$ cat src/rtl/completion_writeback_pkg.sv
// Shared definitions for the completion/writeback slice: functional-unit codes
// and the round-robin successor used by the retirement arbiter.
package completion_writeback_pkg;

    typedef enum logic [1:0] {
        FU_ALUMISC = 2'b00,
        FU_MEM     = 2'b01,
        FU_MULT    = 2'b10,
        FU_NONE    = 2'b11
    } unit_e;

    localparam int unsigned NUM_UNITS = 3;

    function automatic unit_e next_unit(input unit_e u);
        case (u)
            FU_ALUMISC: return FU_MEM;
            FU_MEM:     return FU_MULT;
            default:    return FU_ALUMISC;
        endcase
    endfunction

endpackage

$ cat src/rtl/wb_result_fifo.sv
// Per-unit synchronous result FIFO; head is the oldest entry, full/empty derive
// from registered occupancy only.
module wb_result_fifo #(
    parameter int unsigned FIFO_DEPTH = 2,
    parameter int unsigned WIDTH      = 38
) (
    input  logic             clock,
    input  logic             reset,
    input  logic             push,
    input  logic [WIDTH-1:0] push_data,
    input  logic             pop,
    output logic [WIDTH-1:0] head,
    output logic             full,
    output logic             empty
);

    localparam int unsigned PW = $clog2(FIFO_DEPTH);

    logic [WIDTH-1:0] mem [FIFO_DEPTH];
    logic [PW-1:0]    wr_ptr;
    logic [PW-1:0]    rd_ptr;
    logic [PW:0]      count;
    logic             do_push;
    logic             do_pop;

    assign full    = (count == (PW+1)'(FIFO_DEPTH));
    assign empty   = (count == '0);
    assign do_push = push && !full;
    assign do_pop  = pop && !empty;
    assign head    = mem[rd_ptr];

    always_ff @(posedge clock) begin
        if (do_push) begin
            mem[wr_ptr] <= push_data;
        end
    end

    always_ff @(posedge clock) begin
        if (!reset) begin
            wr_ptr <= '0;
            rd_ptr <= '0;
            count  <= '0;
        end else begin
            if (do_push) begin
                wr_ptr <= wr_ptr + 1'b1;
            end
            if (do_pop) begin
                rd_ptr <= rd_ptr + 1'b1;
            end
            case ({do_push, do_pop})
                2'b10:   count <= count + 1'b1;
                2'b01:   count <= count - 1'b1;
                default: count <= count;
            endcase
        end
    end

endmodule

$ cat src/rtl/completion_writeback.sv
// Retirement stage: buffers AluMisc/Mem/Mult results, round-robin retires one
// per cycle onto the ARF write port and issues the matching scoreboard clear.
module completion_writeback
    import completion_writeback_pkg::*;
#(
    parameter int unsigned FIFO_DEPTH = 2,
    parameter int unsigned DATA_WIDTH = 32,
    parameter int unsigned ADDR_WIDTH = 5
) (
    input  logic                  clock,
    input  logic                  reset,
    input  logic                  am_wb_valid,
    input  logic [ADDR_WIDTH-1:0] am_wb_regdest,
    input  logic                  am_wb_writereg,
    input  logic [DATA_WIDTH-1:0] am_wb_data,
    output logic                  am_wb_ready,
    input  logic                  mem_wb_valid,
    input  logic [ADDR_WIDTH-1:0] mem_wb_regdest,
    input  logic                  mem_wb_writereg,
    input  logic [DATA_WIDTH-1:0] mem_wb_data,
    output logic                  mem_wb_ready,
    input  logic                  mul_wb_valid,
    input  logic [ADDR_WIDTH-1:0] mul_wb_regdest,
    input  logic                  mul_wb_writereg,
    input  logic [DATA_WIDTH-1:0] mul_wb_data,
    output logic                  mul_wb_ready,
    output logic                  wb_reg_writeenable,
    output logic [ADDR_WIDTH-1:0] wb_reg_writeaddr,
    output logic [DATA_WIDTH-1:0] wb_reg_writedata,
    output logic                  wb_sb_clear,
    output logic [ADDR_WIDTH-1:0] wb_sb_clearaddr,
    output logic [1:0]            wb_sb_clearunit,
    output logic [31:0]           wb_retired_count
);

    localparam int unsigned EW = 1 + ADDR_WIDTH + DATA_WIDTH;

    logic [EW-1:0]         push_e [NUM_UNITS];
    logic [EW-1:0]         head_e [NUM_UNITS];
    logic [NUM_UNITS-1:0]  push_v;
    logic [NUM_UNITS-1:0]  pop_v;
    logic [NUM_UNITS-1:0]  full_v;
    logic [NUM_UNITS-1:0]  empty_v;

    unit_e                 rr;
    unit_e                 cand;
    unit_e                 grant_unit;
    logic                  grant_found;
    logic [EW-1:0]         g_head;
    logic                  g_wr;
    logic [ADDR_WIDTH-1:0] g_dest;
    logic [DATA_WIDTH-1:0] g_data;

    unit_e                 clear_unit_q;
    logic [31:0]           retired_q;

    assign push_e[0] = {am_wb_writereg,  am_wb_regdest,  am_wb_data};
    assign push_e[1] = {mem_wb_writereg, mem_wb_regdest, mem_wb_data};
    assign push_e[2] = {mul_wb_writereg, mul_wb_regdest, mul_wb_data};
    assign push_v    = {mul_wb_valid, mem_wb_valid, am_wb_valid};

    assign am_wb_ready  = !full_v[0];
    assign mem_wb_ready = !full_v[1];
    assign mul_wb_ready = !full_v[2];

    for (genvar u = 0; u < NUM_UNITS; u++) begin : g_fifo
        wb_result_fifo #(
            .FIFO_DEPTH (FIFO_DEPTH),
            .WIDTH      (EW)
        ) u_fifo (
            .clock     (clock),
            .reset     (reset),
            .push      (push_v[u]),
            .push_data (push_e[u]),
            .pop       (pop_v[u]),
            .head      (head_e[u]),
            .full      (full_v[u]),
            .empty     (empty_v[u])
        );
    end

    // rr holds the unit with highest priority this cycle (one past the last grant)
    always_comb begin
        grant_found = 1'b0;
        grant_unit  = FU_NONE;
        cand        = rr;
        pop_v       = '0;
        g_head      = '0;
        for (int unsigned i = 0; i < NUM_UNITS; i++) begin
            if (!grant_found && !empty_v[cand]) begin
                grant_found = 1'b1;
                grant_unit  = cand;
            end
            cand = next_unit(cand);
        end
        if (grant_found) begin
            pop_v[grant_unit] = 1'b1;
            g_head            = head_e[grant_unit];
        end
    end

    assign g_wr   = g_head[EW-1];
    assign g_dest = g_head[DATA_WIDTH +: ADDR_WIDTH];
    assign g_data = g_head[DATA_WIDTH-1:0];

    always_ff @(posedge clock) begin
        if (!reset) begin
            rr                 <= FU_ALUMISC;
            wb_reg_writeenable <= 1'b0;
            wb_reg_writeaddr   <= '0;
            wb_reg_writedata   <= '0;
            wb_sb_clear        <= 1'b0;
            wb_sb_clearaddr    <= '0;
            clear_unit_q       <= FU_NONE;
            retired_q          <= '0;
        end else begin
            wb_reg_writeenable <= 1'b0;
            wb_sb_clear        <= 1'b0;
            clear_unit_q       <= FU_NONE;
            if (grant_found) begin
                rr               <= next_unit(grant_unit);
                wb_reg_writeaddr <= g_dest;
                wb_reg_writedata <= g_data;
                wb_sb_clearaddr  <= g_dest;
                // stores take the slot but retire silently; x0 still clears
                if (g_wr) begin
                    wb_sb_clear        <= 1'b1;
                    clear_unit_q       <= grant_unit;
                    wb_reg_writeenable <= (g_dest != '0);
                    retired_q          <= retired_q + 32'd1;
                end
            end
        end
    end

    assign wb_sb_clearunit  = clear_unit_q;
    assign wb_retired_count = retired_q;

endmodule
$ cat config.mk
export PLATFORM = sky130hd
export DESIGN_NAME = completion_writeback
export DESIGN_NICKNAME = d
export VERILOG_FILES = /design/src/rtl/completion_writeback_pkg.sv /design/src/rtl/wb_result_fifo.sv /design/src/rtl/completion_writeback.sv
export SDC_FILE = /design/constraint.sdc
export NUM_CORES = 1
export LEC_CHECK = 0
export CAP_MARGIN = 10
export CORE_MARGIN = 2
export CORE_UTILIZATION = 45
export CTS_BUF_LIST = sky130_fd_sc_hd__clkbuf_8
export CTS_CLUSTER_DIAMETER = 60
export CTS_CLUSTER_SIZE = 40
export DETAILED_ROUTE_END_ITERATION = 16
export DONT_BUFFER_PORTS = 1
export PLACE_DENSITY = 0.62
export SYNTH_ARGS = -nofsm -noshare
export SYNTH_HDL_FRONTEND = slang
export SYNTH_SLANG_ARGS = --single-unit
$ cat constraint.sdc
create_clock -name clock -period 8 [get_ports clock]
set_input_delay 0.8 -clock clock [delete_from_list [all_inputs] [get_ports clock]]
set_output_delay 0.8 -clock clock [all_outputs]
set_load 0.01 [all_outputs]
* After elaboration in Yosys (flattened, before gate mapping)
Memories as Yosys holds them, arrays and structs flattened. A register that Yosys moved wholly into a read port is not among the register bits.
Index checks and enable logic that the tools add are counted.
** Operators by class
- Equality and inequality tests :: 12
- Reduce and logical (&&, ||, !) cells :: 31
- Order comparisons :: 6
- Bitwise gates (word level) :: 1
- Muxes and demuxes :: 38
- $add $sub $neg :: 13
** Operators by type and width (number)
- $mux W38 :: 3
- $bmux W38 S2 :: 1
- $add A32 B1 Y32 const B :: 1
- $pmux W2 S2 :: 6
- $mux W1 :: 20
- $eq A2 B1 Y1 const B :: 6
- $eq A2 B2 Y1 const B :: 6
- $logic_not A2 Y1 :: 6
- $lt A2 B3 Y1 const B :: 4
- $logic_and A1 B1 Y1 :: 9
- $logic_not A1 Y1 :: 9
- $add A1 B1 Y1 const B :: 6
- $add A2 B1 Y2 const B :: 3
- $bmux W1 S2 :: 3
- $mux W2 :: 3
- $reduce_bool A2 Y1 :: 3
- $sub A2 B1 Y2 const B :: 3
- $reduce_bool A5 Y1 :: 1
- $reduce_and A2 Y1 :: 2
- $ge A3 B3 Y1 const B :: 1
- $mux W3 :: 1
- $not A2 Y3 :: 1
- $reduce_and A3 Y1 :: 1
- $demux W1 S2 :: 1
- $ge A2 B1 Y1 const B :: 1
** Word-level totals
- Bits in registers :: 87
- Output and inout port bits :: 81
- Input bits :: 119
- Memories kept :: 3
- Bits in writable memories :: 228
- Logic and storage cells :: 120
** Memories
- g_fifo[0].u_fifo.mem :: depth 2, bits a word 38, rd ports 1, clocked after Yosys merged registers in 1, wr ports 1, RTL line wb_result_fifo.sv:19 : logic [WIDTH-1:0] mem [FIFO_DEPTH];
- g_fifo[1].u_fifo.mem :: depth 2, bits a word 38, rd ports 1, clocked after Yosys merged registers in 1, wr ports 1, RTL line wb_result_fifo.sv:19
- g_fifo[2].u_fifo.mem :: depth 2, bits a word 38, rd ports 1, clocked after Yosys merged registers in 1, wr ports 1, RTL line wb_result_fifo.sv:19

* Depth between registers and ports, before layout
- Depth in word-level cells :: 18
- Depth in mapped cells :: 10
- Gate-level depth less buffers :: 8

* Modules after synthesis
From an unflattened synthesis, not the netlist that was laid out.
** Second synthesis, totals
- Cell total of the unflattened synthesis :: 902
- Area total of the unflattened synthesis :: 12575.8 um^2
** By module, submodules not included
- wb_result_fifo :: sequential area each 2382.3 um^2, times used 3, area an instance 2966.6 um^2, cells each 144
- completion_writeback :: sequential area each 1501.4 um^2, times used 1, area an instance 3676.0 um^2, cells each 470

* Worst setup path after synthesis
Ideal clock, no wire load.
- Kind :: input -> register
- From :: in am_wb_valid
- To :: mem g_fifo[0].u_fifo.mem[0][0], enable pin
- Path buffers :: 0
- Arrival time :: 2.496 ns
- Setup slack :: 5.071 ns
- Stages on the path :: 2
- Required time :: 7.567 ns
- Cell sequence :: nand2_1 > nor2_1
** Between the ends
- Longest elaborated chain between the ends :: 3
** Ends and longest elaborated chain
- start: declaration :: RTL line completion_writeback.sv:12 : input logic am_wb_valid,
- $logic_and A1 B1 Y1 :: RTL line wb_result_fifo.sv:28 : assign do_push = push && !full;
- $mux W1 :: RTL line wb_result_fifo.sv:33 : if (do_push) begin
- $mux W1 (implied by the code) :: RTL line wb_result_fifo.sv:34 : mem[wr_ptr] <= push_data;
- end: declaration :: RTL line wb_result_fifo.sv:19
Every way passes these cells.

* Worst setup path after layout
- From :: reg g_fifo[2].u_fifo.count[0]
- To :: reg g_fifo[1].u_fifo.count[1]
** Between the ends
- Longest elaborated chain between the ends :: 17
- Elaborated cells on any way between the ends :: 29
** Ends and longest elaborated chain
- start: declaration :: RTL line wb_result_fifo.sv:22 : logic [PW:0] count;
- start signal: assignment :: RTL line wb_result_fifo.sv:51 : 2'b10: count <= count + 1'b1;
- start signal: assignment :: RTL line wb_result_fifo.sv:52 : 2'b01: count <= count - 1'b1;
- start signal: assignment :: RTL line wb_result_fifo.sv:53 : default: count <= count;
- $logic_not A2 Y1 (*) :: RTL line wb_result_fifo.sv:27 : assign empty = (count == '0);
- $bmux W1 S2 :: RTL line completion_writeback.sv:90 : if (!grant_found && !empty_v[cand]) begin
- $mux W1 (implied by the code) :: RTL line completion_writeback.sv:90
- $logic_not A1 Y1 :: RTL line completion_writeback.sv:90
- $logic_and A1 B1 Y1 :: RTL line completion_writeback.sv:90
- $mux W1 :: RTL line completion_writeback.sv:90
- $logic_not A1 Y1 :: RTL line completion_writeback.sv:90
- $logic_and A1 B1 Y1 :: RTL line completion_writeback.sv:90
- [... 2 more ...]
- $logic_and A1 B1 Y1 (implied by the code) :: RTL line completion_writeback.sv:97 : pop_v[grant_unit] = 1'b1;
- $mux W1 (implied by the code) :: RTL line completion_writeback.sv:97
- $demux W1 S2 :: RTL line completion_writeback.sv:97
- $mux W3 (*) :: RTL line completion_writeback.sv:96 : if (grant_found) begin
- $logic_and A1 B1 Y1 (*) :: RTL line wb_result_fifo.sv:29 : assign do_pop = pop && !empty;
- via g_fifo[1].u_fifo.do_pop :: RTL line wb_result_fifo.sv:24 : logic do_pop;
- $eq A2 B1 Y1 / $eq A2 B2 Y1 (equally long branches) :: RTL line wb_result_fifo.sv:50 : case ({do_push, do_pop})
- $pmux W2 S2 / $reduce_bool A2 Y1 (equally long branches)
- end signal: assignment :: RTL line wb_result_fifo.sv:51
- end signal: assignment :: RTL line wb_result_fifo.sv:52
- end signal: assignment :: RTL line wb_result_fifo.sv:53
- end: declaration :: RTL line wb_result_fifo.sv:22
Mark *: on every way through the listed nets, which the timed path passes. The rest lies on a longest branch. The select of a mux whose other input is x is not followed.
A chain may end at the register's enable or synchronous reset.

==> impl_metrics.env <==
export IMPL_outcome="finished clean"
export IMPL_dr_pass1_iters=5
export IMPL_cp_slowest_cell="a221o_2"
export IMPL_syn_avg_cell_area_sq_um=14.0
export IMPL_wl_um=27100
export IMPL_vias=7076
export IMPL_antenna_cells=0
export IMPL_cts_setup_buffers=0
export IMPL_fp_dieArea_sq_um=28900
export IMPL_criticalPathCategory="flip-flop to flip-flop"
export IMPL_muxShareOfSynthArea_pct=8.98
export IMPL_crit_required_ns=8.51
export IMPL_grt_first_pass_wirelength_um=40700
export IMPL_cts_buffers=26
export IMPL_vias_per_cell=5.79
export IMPL_yosysTopAreaCellShare_pct=55.3
export IMPL_yosys_area_share_simple_pct=7.40
export IMPL_yosys_warnings=0
export IMPL_power_density_nw_per_um2=364
export IMPL_setup_violations=0
export IMPL_tns_ns=0
export IMPL_p_comb_share_pct=32.0
export IMPL_initial_core_util_pct=45.8
export IMPL_start_kind="flip-flop"
export IMPL_synth_largest_area_cell="edfxtp_1"
export IMPL_grt_use_total_pct=18.6
export IMPL_fin_cells=1222
export IMPL_grt_antenna_before_repair=0
export IMPL_r2r_start="g_fifo[2].u_fifo.count[0]$_SDFFE_PN0P_"
export IMPL_core_area_sq_um=27000
export IMPL_async_flop_share_pct=0
export IMPL_synth_top_flop_cell="edfxtp_1"
export IMPL_ios=200
export IMPL_die_y_um=170
export IMPL_ys_seq_area_share_pct=69.8
export IMPL_clk_pin_slew_ns=0.12
export IMPL_cts_resized=0
export IMPL_drv_slew=0
export IMPL_synth_area_sq_um=12400
export IMPL_synth_most_common_cell="edfxtp_1"
export IMPL_drv_cap=0
export IMPL_slew_limit_headroom_pct=28.9
export IMPL_arrival_ns=3.50
export IMPL_hold_buffers=0
export IMPL_post_route_period_util_pct=37.5
export IMPL_drive_gt1_share_pct=8.51
export IMPL_min_from="am_wb_data[21]"
export IMPL_root_buffer="clkbuf_8"
export IMPL_grt_overflow_total=0
export IMPL_ys_top_cells_by_count="edfxtp_1, mux2i_1, dfxtp_1"
export IMPL_rsz0062_at_grt="no"
export IMPL_synth_compound_area_share_pct=9.93
export IMPL_clock_path_buffers=3
export IMPL_fin_util_pct=49.2
export IMPL_intPower_uw=3000
export IMPL_power_frac_seq_pct=46.6
export IMPL_clkPwrFrac_pct=21.4
export IMPL_cts_tree="built"
export IMPL_grt_max_degree=71
export IMPL_chipWidth_um=170
export IMPL_hold_path_class="input port to flip-flop"
export IMPL_nets=985
export IMPL_num_rows=60
export IMPL_peakVddDrop_uv=215
export IMPL_place_inst=1175
export IMPL_synth_xor_area_share_pct=0.919
export IMPL_holdWs_ns=0.280
export IMPL_drtAntennaViolNets=0
export IMPL_insertion_delay_ns=0.60
export IMPL_power_total_uw=4840
export IMPL_wire_per_inst_um=22.2
export IMPL_syn_inst=883
export IMPL_p_leak_uw=0.00433
export IMPL_synth_fa_ha_area_share_pct=0.404
export IMPL_fin_skew_ns=0.0346
export IMPL_routabilityCongestion=0.811
export IMPL_crit_path_end_kind="flip-flop"
export IMPL_drcViolationCount=0
export IMPL_fmax_mhz=334
export IMPL_slowest_delay_ns=0.58
export IMPL_h_tree_depth=1
export IMPL_drt_iter0_markers=543
export IMPL_crit_fanout=47
export IMPL_worstPathCellList="or2_1 -> a21o_1 -> a221o_2 -> buf_4 -> nor2_1 -> ha_1 -> or3_1 -> a21oi_1"
export IMPL_ys_ff_latch=318
export IMPL_dp_hpwl_um=16800
export IMPL_cts_sinks=318
export IMPL_crit_path_start="g_fifo[2].u_fifo.count[0]$_SDFFE_PN0P_"
export IMPL_synth_area_leaders="edfxtp_1, dfxtp_1, mux2i_1, a22oi_1, a21oi_1"
export IMPL_p_sw_uw=1850
export IMPL_synth_top_family_by_area="compound AO/OA/AOI/OAI gates"
export IMPL_ys_types=47
export IMPL_switching_share_pct=38.1
export IMPL_hold_violations=0
export IMPL_grt_pass1_vias=7020
export IMPL_port_buffers=0
export IMPL_nFillCells=2300
export IMPL_syn_to_final_growth_pct=7.29
export IMPL_post_route_min_period_ns=3.00
export IMPL_synth_edf_count=228
export IMPL_syn_num_nets=1006
export IMPL_worst_pin_slew_ns=1.07
## cells in the final DEF (no fill, tap or decap), types with 3 or more instances in the layout
cell          n
dfxtp_1      87
o21ai_0      42
a211oi_1      6
nand3_1      13
and4_1        3
clkinvlp_4    3
xnor2_1       5
and3_2        4
or3_1        15
buf_4        12
inv_1         4
clkinv_8      3
mux2i_1     110
ha_1          4
o21a_1        3
nor2b_1       4
xor2_1        8
nor2_4        3
clkbuf_8     27
o21ai_1       3
and2_1        4
a22oi_1      60
or4_1        19
inv_8         3
and3_1       10
a21oi_1      49
o31ai_1      19
nand2b_1      5
nand2_1      23
nor2_1       59
inv_12        5
nor3_1        3
nand4_1       9
dfxtp_2       3
edfxtp_1    228
## sequential cells by signal (all words and copies together) (netlist names), named ones only
signal	cells
g_fifo.u_fifo.mem	228
wb_retired_count	32
wb_sb_clear	1
wb_reg_writeenable	1
wb_sb_clearunit	2
wb_sb_clearaddr	5
wb_reg_writedata	32
g_fifo.u_fifo.wr_ptr	3
rr	2
g_fifo.u_fifo.count	6
g_fifo.u_fifo.rd_ptr	3
## worst max-delay path: cells and delay by family (launching register included)
kind            cells  cell delay (ns)
compound gates      3             0.90
fa+ha+maj           1             0.31
buf+inv             1             0.37
flops               1             0.39
simple gates        3             0.95
## power groups by stage
stage	Clock (uW)	Combinational, uW	Sequential, uW
CTS	1060	1580	2260
global route	1120	1730	2290
detailed placement	0	1570	2300
floorplan	0	1250	2240
global placement	0	1550	2290
finish	1040	1550	2260
## cell type report
type,instances,area (sq um),area share (%)
sequential,318,8650,65.1
multi-input combinational,499,3450,26.0
tap,341,427,3.21
clock buffer,27,372,2.80
clock inverter,20,279,2.10
timing repair buffer,12,90.1,0.678
inverter,5,20.0,0.151
## cell families after synthesis
kind of cell | after synthesis
xor+xnor | 13
buf+inv | 66
flops | 318
mux | 111
fa+ha+maj | 4
compound gates | 193
simple gates | 178
## through the flow
step,setup WS (ns),area [sq um]
after global routing,4.81,13300
final,5.00,13300
after floorplan,5.07,12400
after detailed placement,4.99,12600
after CTS,4.96,13300
after global placement,5.08,12600
## final timing paths
| kind | to | slack [ns] | depth (start not counted) |
|---|---|---|---|
| setup / recovery | g_fifo[1].u_fifo.count[1]$_SDFFE_PN0P_ | 5.00 | 8 |
| hold / removal | g_fifo[0].u_fifo.mem[0][21]$_DFFE_PP_ | 0.28 | 0 |
| setup reg to reg | g_fifo[1].u_fifo.count[1]$_SDFFE_PN0P_ | 5.00 | 8 |
| hold reg to reg | g_fifo[2].u_fifo.rd_ptr$_SDFFE_PN0P_ | 0.52 | 2 |
## routing by layer
layer | GRT usage [%] | vias up | wire length, um
met4 | 4.16 | 0 | 469
met5 | 0 | - | 0
li1 | - | 3337 | -
met1 | 21.5 | 3497 | 10300
met3 | 7.49 | 33 | 2770
met2 | 32.5 | 209 | 13600
Power figures use the tool's default switching activity.
